<file path="src/rtl/acorn128_dec_core.sv">
// acorn128_dec_core: bit-serial ACORN-128 v3 authenticated decryption, one state step per clock.
module acorn128_dec_core #(
    parameter int LEN_W = 16
) (
    input  logic             clk,
    input  logic             rst,
    input  logic             start,
    input  logic [127:0]     key,
    input  logic [127:0]     iv,
    input  logic [127:0]     tag_in,
    input  logic [LEN_W-1:0] ad_len,
    input  logic [LEN_W-1:0] ct_len,
    input  logic             in_valid,
    output logic             in_ready,
    input  logic [7:0]       in_data,
    output logic             pt_valid,
    output logic [7:0]       pt_data,
    output logic             busy,
    output logic             done,
    output logic             tag_ok
);
    typedef enum logic [3:0] {IDLE, LOAD, INIT, AD, ADPAD, CT, CTPAD, FIN, DONE} state_t;
    state_t           state;
    logic [10:0]      cnt;
    logic [292:0]     s, u, s_nxt;
    logic [127:0]     key_l, iv_l, tag_l, tag_sr;
    logic [LEN_W-1:0] ad_rem, ct_rem;
    logic [7:0]       hold;
    logic [6:0]       pt_sr;
    logic [2:0]       bit_i;
    logic             ks, ca, cb, m, p, f, cbit, adv, pad;

    function automatic logic maj(input logic a, input logic b, input logic c);
        return (a & b) ^ (a & c) ^ (b & c);
    endfunction

    function automatic logic ch(input logic a, input logic b, input logic c);
        return (a & b) ^ (~a & c);
    endfunction

    // Each LFSR tap update reads only not-yet-updated bits, so all use pre-step values.
    always_comb begin
        bit_i = cnt[2:0];
        cbit = (bit_i == 3'd0) ? in_data[0] : hold[bit_i];
        adv = (bit_i != 3'd0) || in_valid;
        pad = (state == ADPAD) || (state == CTPAD);
        u = s;
        u[289] = s[289] ^ s[235] ^ s[230];
        u[230] = s[230] ^ s[196] ^ s[193];
        u[193] = s[193] ^ s[160] ^ s[154];
        u[154] = s[154] ^ s[111] ^ s[107];
        u[107] = s[107] ^ s[66] ^ s[61];
        u[61] = s[61] ^ s[23] ^ s[0];
        ks = u[12] ^ u[154] ^ maj(u[235], u[61], u[193]) ^ ch(u[230], u[111], u[66]);
        ca = !(pad && cnt[7]);
        cb = !((state == CT) || (state == CTPAD));
        p = cbit ^ ks;
        m = (state == LOAD) ? (cnt[7] ? iv_l[cnt[6:0]] : key_l[cnt[6:0]]) :
            (state == INIT) ? key_l[cnt[6:0]] ^ (cnt == 11'd0) :
            (state == AD)   ? cbit :
            (state == CT)   ? p :
            pad             ? (cnt == 11'd0) : 1'b0;
        f = u[0] ^ ~u[107] ^ maj(u[244], u[23], u[160]) ^ (ca & u[196]) ^ (cb & ks) ^ m;
        s_nxt = {f, u[292:1]};
    end

    always_ff @(posedge clk or negedge rst) begin
        if (!rst) begin
            state    <= IDLE;
            cnt      <= '0;
            s        <= '0;
            key_l    <= '0;
            iv_l     <= '0;
            tag_l    <= '0;
            tag_sr   <= '0;
            ad_rem   <= '0;
            ct_rem   <= '0;
            hold     <= '0;
            pt_sr    <= '0;
            in_ready <= 1'b0;
            pt_valid <= 1'b0;
            pt_data  <= '0;
            busy     <= 1'b0;
            done     <= 1'b0;
            tag_ok   <= 1'b0;
        end else begin
            done     <= 1'b0;
            pt_valid <= 1'b0;
            case (state)
                IDLE: if (start) begin
                    key_l  <= key;
                    iv_l   <= iv;
                    tag_l  <= tag_in;
                    ad_rem <= ad_len;
                    ct_rem <= ct_len;
                    s      <= '0;
                    cnt    <= '0;
                    busy   <= 1'b1;
                    tag_ok <= 1'b0;
                    state  <= LOAD;
                end
                LOAD: begin
                    s   <= s_nxt;
                    cnt <= cnt + 11'd1;
                    if (cnt == 11'd255) begin
                        cnt   <= '0;
                        state <= INIT;
                    end
                end
                INIT: begin
                    s   <= s_nxt;
                    cnt <= cnt + 11'd1;
                    if (cnt == 11'd1535) begin
                        cnt      <= '0;
                        state    <= (ad_rem != '0) ? AD : ADPAD;
                        in_ready <= ad_rem != '0;
                    end
                end
                AD: if (adv) begin
                    s   <= s_nxt;
                    cnt <= cnt + 11'd1;
                    if (bit_i == 3'd0) begin
                        hold     <= in_data;
                        in_ready <= 1'b0;
                    end
                    if (bit_i == 3'd7) begin
                        ad_rem   <= ad_rem - 1'b1;
                        in_ready <= ad_rem != LEN_W'(1);
                        if (ad_rem == LEN_W'(1)) begin
                            cnt   <= '0;
                            state <= ADPAD;
                        end
                    end
                end
                ADPAD: begin
                    s   <= s_nxt;
                    cnt <= cnt + 11'd1;
                    if (cnt == 11'd255) begin
                        cnt      <= '0;
                        state    <= (ct_rem != '0) ? CT : CTPAD;
                        in_ready <= ct_rem != '0;
                    end
                end
                CT: if (adv) begin
                    s     <= s_nxt;
                    cnt   <= cnt + 11'd1;
                    pt_sr <= {p, pt_sr[6:1]};
                    if (bit_i == 3'd0) begin
                        hold     <= in_data;
                        in_ready <= 1'b0;
                    end
                    if (bit_i == 3'd7) begin
                        pt_data  <= {p, pt_sr};
                        pt_valid <= 1'b1;
                        ct_rem   <= ct_rem - 1'b1;
                        in_ready <= ct_rem != LEN_W'(1);
                        if (ct_rem == LEN_W'(1)) begin
                            cnt   <= '0;
                            state <= CTPAD;
                        end
                    end
                end
                CTPAD: begin
                    s   <= s_nxt;
                    cnt <= cnt + 11'd1;
                    if (cnt == 11'd255) begin
                        cnt   <= '0;
                        state <= FIN;
                    end
                end
                FIN: begin
                    s   <= s_nxt;
                    cnt <= cnt + 11'd1;
                    if (cnt >= 11'd640) tag_sr <= {ks, tag_sr[127:1]};
                    if (cnt == 11'd767) begin
                        cnt    <= '0;
                        state  <= DONE;
                        done   <= 1'b1;
                        busy   <= 1'b0;
                        tag_ok <= {ks, tag_sr[127:1]} == tag_l;
                    end
                end
                DONE: state <= IDLE;
                default: state <= IDLE;
            endcase
        end
    end
endmodule

</file>
<file path="config.mk">
export PLATFORM = sky130hd
export DESIGN_NAME = acorn128_dec_core
export DESIGN_NICKNAME = d
export VERILOG_FILES = /design/src/rtl/acorn128_dec_core.sv
export SDC_FILE = /design/constraint.sdc
export NUM_CORES = 2
export LEC_CHECK = 0
export ABC_CLOCK_PERIOD_IN_PS = 7060
export BUFFER_PORTS_ARGS = -buffer_cell sky130_fd_sc_hd__buf_4
export CAP_MARGIN = 20
export CORE_ASPECT_RATIO = 1.75
export CORE_MARGIN = 2
export CORE_UTILIZATION = 35
export DETAILED_ROUTE_END_ITERATION = 8
export GPL_ROUTABILITY_DRIVEN = 0
export HOLD_SLACK_MARGIN = 0.08
export MAX_ROUTING_LAYER = met4
export SLEW_MARGIN = 20
export SYNTH_ARGS = -nofsm -noshare
export SYNTH_HDL_FRONTEND = slang
export SYNTH_SLANG_ARGS = --single-unit
</file>
<file path="constraint.sdc">
create_clock -name clk -period 7.06 [get_ports clk]
set_input_delay 0.353 -clock clk [delete_from_list [all_inputs] [get_ports clk]]
set_output_delay 0.353 -clock clk [all_outputs]
set_load 0.02 [all_outputs]
</file>
# --- Word-level counts from Yosys, hierarchy flattened ---
# Cells that the tools add are included.
word_totals:
  input_bits: 428
  output_inout_bits: 13
  ff_bits: 880
  elab_cells: 193
op_classes:
  n_eq_ne: 29
  bitwise: 39
  mux: 69
  addsub: 3
  n_lt_le_gt_ge: 3
  n_reduce_logical: 33
ops:
  columns: ["cell", "n"]
  rows:
  - ["$pmux W293 S3", 1]
  - ["$mux W293", 2]
  - ["$eq A128 B128 Y1", 1]
  - ["$mux W11", 10]
  - ["$mux W16", 6]
  - ["$pmux W11 S6", 1]
  - ["$pmux W16 S2", 2]
  - ["$mux W4", 12]
  - ["$eq A16 B1 Y1 const B", 2]
  - ["$ne A16 B1 Y1 const B", 2]
  - ["$pmux W4 S8", 1]
  - ["$reduce_bool A16 Y1", 2]
  - ["$sub A16 B1 Y16 const B", 2]
  - ["$xor A1 B1 Y1", 27]
  - ["$mux W1", 26]
  - ["$ne A2 B1 Y1 const B", 9]
  - ["$eq A4 B3 Y1 const B", 4]
  - ["$bmux W1 S7", 2]
  - ["$reduce_and A12 Y1", 1]
  - ["$reduce_and A3 Y1", 4]
  - ["$reduce_and A4 Y1", 3]
  - ["$add A11 B1 Y11 const B", 1]
  - ["$eq A11 B10 Y1 const B", 1]
  - ["$eq A11 B11 Y1 const B", 1]
  - ["30 further kinds", 53]

# --- Longest topological paths before layout ---
depth:
  depth_word: 15
  depth_mapped: 18

# --- Least setup slack after synthesis ---
# No wires, ideal clock.
synth_timing:
  path_kind: "register -> register"
  startpoint: "register cnt[0]"
  endpoint: "register s[153]"
  required_time_ns: 6.994
  path_stages_with_launch: 19
  t_arrival_ns: 3.304
  n_path_buf: 9
  synth_period_minus_slack_ns: 3.370
  setup_slack_ns: 3.690
  path_cell_list: "dfrtp_1 -> buf_4 -> buf_6 -> buf_6 -> buf_6 -> buf_6 -> buf_2 -> inv_1 -> ha_1 -> nand2b_1 -> nor2_1 -> a31oi_1 -> o21ai_0 -> nand2b_1 -> clkbuf_1 -> clkbuf_1 -> clkbuf_1 -> nand2_1 -> nand2_1"
synth_between:
  elab_chain_len: 4
synth_rtl:
  columns: ["element", "line", "rtl"]
  rows:
  - ["start, declared", "24", "logic [10:0] cnt;"]
  - ["start signal, assigned", "104", "cnt <= cnt + 11'd1;"]
  - ["start signal, assigned", "112", "cnt <= cnt + 11'd1;"]
  - ["start signal, assigned", "121", "cnt <= cnt + 11'd1;"]
  - ["$reduce_bool A3 Y1", "45", "adv = (bit_i != 3'd0) || in_valid;"]
  - ["$logic_or A1 B1 Y1", "45", null]
  - ["$ne A2 B1 Y1 (no line)", null, null]
  - ["$reduce_and A3 Y1 (no line)", null, null]
  - ["end signal, assigned", "103", "s <= s_nxt;"]
  - ["end signal, assigned", "111", "s <= s_nxt;"]
  - ["end signal, assigned", "120", "s <= s_nxt;"]
  - ["end, declared", "25", "logic [292:0] s, u, s_nxt;"]
# Every way passes these cells.
# A chain may end at the register's enable or synchronous reset.

# --- Final worst setup path ---
layout_timing:
  startpoint: "register cnt[1]"
  endpoint: "register s[131]"
# Same word-level chain as after synthesis.

==> impl_metrics.py <==
metrics = {
    "yosys": {
        "async_flop_share": 1.00,
        "synthTopCellsByArea": "dfrtp_1 (57%), nand2_1 (17%), mux2_2 (4.6%)",
        "syn-instance-count": 4032,
        "yosysTopAreaCellShare": 0.572,
        "ys_seq_area_frac": 0.572,
        "synth_nets": 4467,
        "synth_most_common_cell": "nand2_1",
        "yosys_warnings": 0,
        "syn_area_per_cell_sq_um": 9.53,
        "synth_cell_type_count": 70,
        "synth_top_cell_by_area": "dfrtp_1",
        "synth_area_sq_um": 38400,
        "ys_ff_latch": 879,
        "ys.flop_type": "dfrtp_1",
        "synth_edf_count": 0,
        "synth_common_cells": "nand2_1 (1,774), dfrtp_1 (879), nand3_1 (313)",
    },
    "floorplan": {
        "die_w_um": 255,
        "die_y_um": 442,
        "start_util": 0.354,
        "num_rows": 160,
        "ioPinCount": 441,
        "dieArea_sq_um": 113000,
        "core_sq_um": 109000,
    },
    "setup_path": {
        "crit_type": "flip-flop to flip-flop",
        "critPathArrivalTime_ns": 4.98,
        "cp_max_fo": 82,
        "crit_required_ns": 7.65,
        "worstSetupEndpointType": "flip-flop",
        "cp-start-kind": "flip-flop",
    },
    "global_routing": {
        "grt_pass1_vias": 32200,
        "grt_usage": 0.218,
        "grt_max_degree": 202,
        "antenna_found_initial": 5,
        "grt_pass1_wl_um": 184000,
        "overflow": 0,
    },
    "cts": {
        "insertion_delay_ns": 0.66,
        "cts_tree": "built",
        "clk_path_buf_depth": 3,
        "post_cts_buffers": 0,
        "root_buffer": "clkbuf_16",
        "htree_levels": 3,
        "cts_num_sinks": 879,
        "numCtsBuffers": 86,
        "path_clk_slew_ns": 0.07,
    },
    "timing": {
        "post-route-period-util": 0.622,
        "maxSlewHeadroom": 0.249,
        "drv_slew": 0,
        "period_needed_ns": 4.39,
        "rsz0062_at_grt": "no",
        "max_freq_mhz": 228,
        "tns_ns": 0,
        "setup_viol": 0,
        "finClkSkew_ns": 0.0271,
        "worst_slew_pin_slew_ns": 1.13,
        "hold_viol_final": 0,
    },
    "routing": {
        "drt-initial-drc-count": 2492,
        "antenna_left": 0,
        "viasPerCell": 4.95,
        "drtPass1Iterations": 6,
        "wl_per_cell_um": 18.9,
        "wirelength_um": 119000,
        "drc_errors": 0,
        "dr_total_vias": 31200,
    },
    "power_and_ir_drop": {
        "power.leakage_nw": 25.4,
        "power_w": 0.0178,
        "p_per_area_nw_per_um2": 355,
        "worst_ir_drop_vdd_v": 0.000221,
    },
    "job": {
        "cap_violations": 0,
    },
    "place": {
        "dpl.cell_count": 5720,
        "port_buffers": 440,
        "dpl.hpwl_um": 79300,
    },
    "cells_and_area": {
        "area_delta_synth_final_pct": 30.9,
        "drive_above_1_share": 0.179,
        "final_cell_count_no_fill": 6307,
        "nets": 5211,
    },
    "min_path": {
        "hp-class": "input port to flip-flop",
    },
    "run_status": {
        "status": "complete, no violations",
    },
}
[cell type report]
type	instances	area [sq um]
Timing Repair Buffer	906	7990
Inverter	31	116
Multi-Input combinational cell	2872	15400
Sequential cell	879	22000
Fill cell	9957	58400
Clock inverter	36	509
Clock buffer	119	2490
Tap cell	1458	1820
Antenna cell	6	15.0
[cell families (layout without fill, tap and decap cells)]
kind of cell / count (synthesis) / count (layout) / share of synthesized area
DFF: 879 / 879 / 0.572
and+or+nand+nor: 2267 / 2267 / 0.241
muxes: 235 / 235 / 0.0859
AOI/OAI and AO/OA: 223 / 223 / 0.0363
xor gates and xnor gates: 138 / 138 / 0.0318
adders and majority gates: 9 / 9 / 0.00280
buffers and inverters: 281 / 1092 / 0.0296
other: 0 / 6 / 0
[routing by layer]
layer  wire length, um  up-vias  global-route usage  part of all wire
met5                 0        -                   -                 0
met1             47100    15400               0.259              0.40
met4              6340        0               0.112             0.053
met2             60500      901               0.364              0.51
met3              5220      254              0.0234             0.044
li1                  -    14700                   -                 -
[what timing repair did]
item	in CTS	in global routing
hold buffers	425	0
endpoints found under the hold margin	510	0
gates resized for setup	0	0
[path summary, 6_finish.rpt]
path	start	endpoint	slack (ns)	depth (start not counted)
max in group asynchronous	rst	key_l[86]$_DFFE_PN0P_	5.22	3
min reg2reg	s[213]$_DFFE_PN0P_	s[213]$_DFFE_PN0P_	0.46	2
max	cnt[1]$_DFFE_PN0P_	s[131]$_DFFE_PN0P_	2.67	10
max reg2reg	cnt[1]$_DFFE_PN0P_	s[131]$_DFFE_PN0P_	2.67	10
min in group asynchronous	rst	pt_data[2]$_DFFE_PN0P_	0.30	2
min	start	iv_l[41]$_DFFE_PN0P_	0.18	4
[flip-flops by register name (all words and copies together), names as in the netlist]
register,cells
cnt,11
tag_sr,127
pt_data,8
tag_l,128
hold,8
ct_rem,16
in_ready,1
pt_valid,1
ad_rem,16
tag_ok,1
pt_sr,7
key_l,128
busy,1
done,1
iv_l,128
s,293
state,4
[report_power, final]
part | internal [W] | total [W] | switching, W
logic | 0.00216 | 0.00568 | 0.00351
clock network | 0.00288 | 0.00493 | 0.00205
registers | 0.00629 | 0.00724 | 0.000950
total | 0.0113 | 0.0178 | 0.00652
[stage by stage]
stage | area [sq um] | setup WS, ns | utilization | hold WS (ns)
after global routing | 50300 | 2.26 | 0.463 | 0.173
final | 50300 | 2.67 | 0.463 | 0.176
after detailed placement | 43000 | 2.76 | 0.396 | 0.412
after CTS | 50300 | 2.71 | 0.463 | 0.131
after floorplan | 38400 | 3.69 | - | 0.0574
after global placement | 43000 | 2.85 | 0.396 | 0.417
[layout by cell type, fill, tap and decap left out, types with 6 or more instances in the layout]
cell,instances
a211oi_1,6
a21oi_1,52
a221oi_1,12
a22oi_1,14
a31oi_1,7
and3_1,6
buf_12,8
buf_4,471
bufinv_16,11
clkbuf_1,14
clkbuf_16,88
clkbuf_8,17
clkinv_2,15
dfrtp_1,875
diode_2,6
dlygate4sd3_1,425
ha_1,7
inv_1,30
mux2_2,158
mux2i_1,17
mux4_2,60
nand2_1,1774
nand2b_1,8
nand3_1,312
nand4_1,32
nor2_1,40
nor2b_1,10
nor3_1,30
nor4_1,19
o21ai_0,72
o22ai_1,12
o31ai_1,10
xnor2_1,119
xor2_1,17
[worst max-delay path: stages (launching register included)]
cell      delay, ns
dfrtp_4        0.73
clkinv_1       0.27
ha_1           0.27
nand2b_1       0.11
nor2_1         0.46
a31oi_1        0.16
o21ai_0        0.45
nand2b_4       0.83
buf_4          0.72
nand2_1        0.13
nand2_1        0.10
Power figures use the tool's default switching activity.
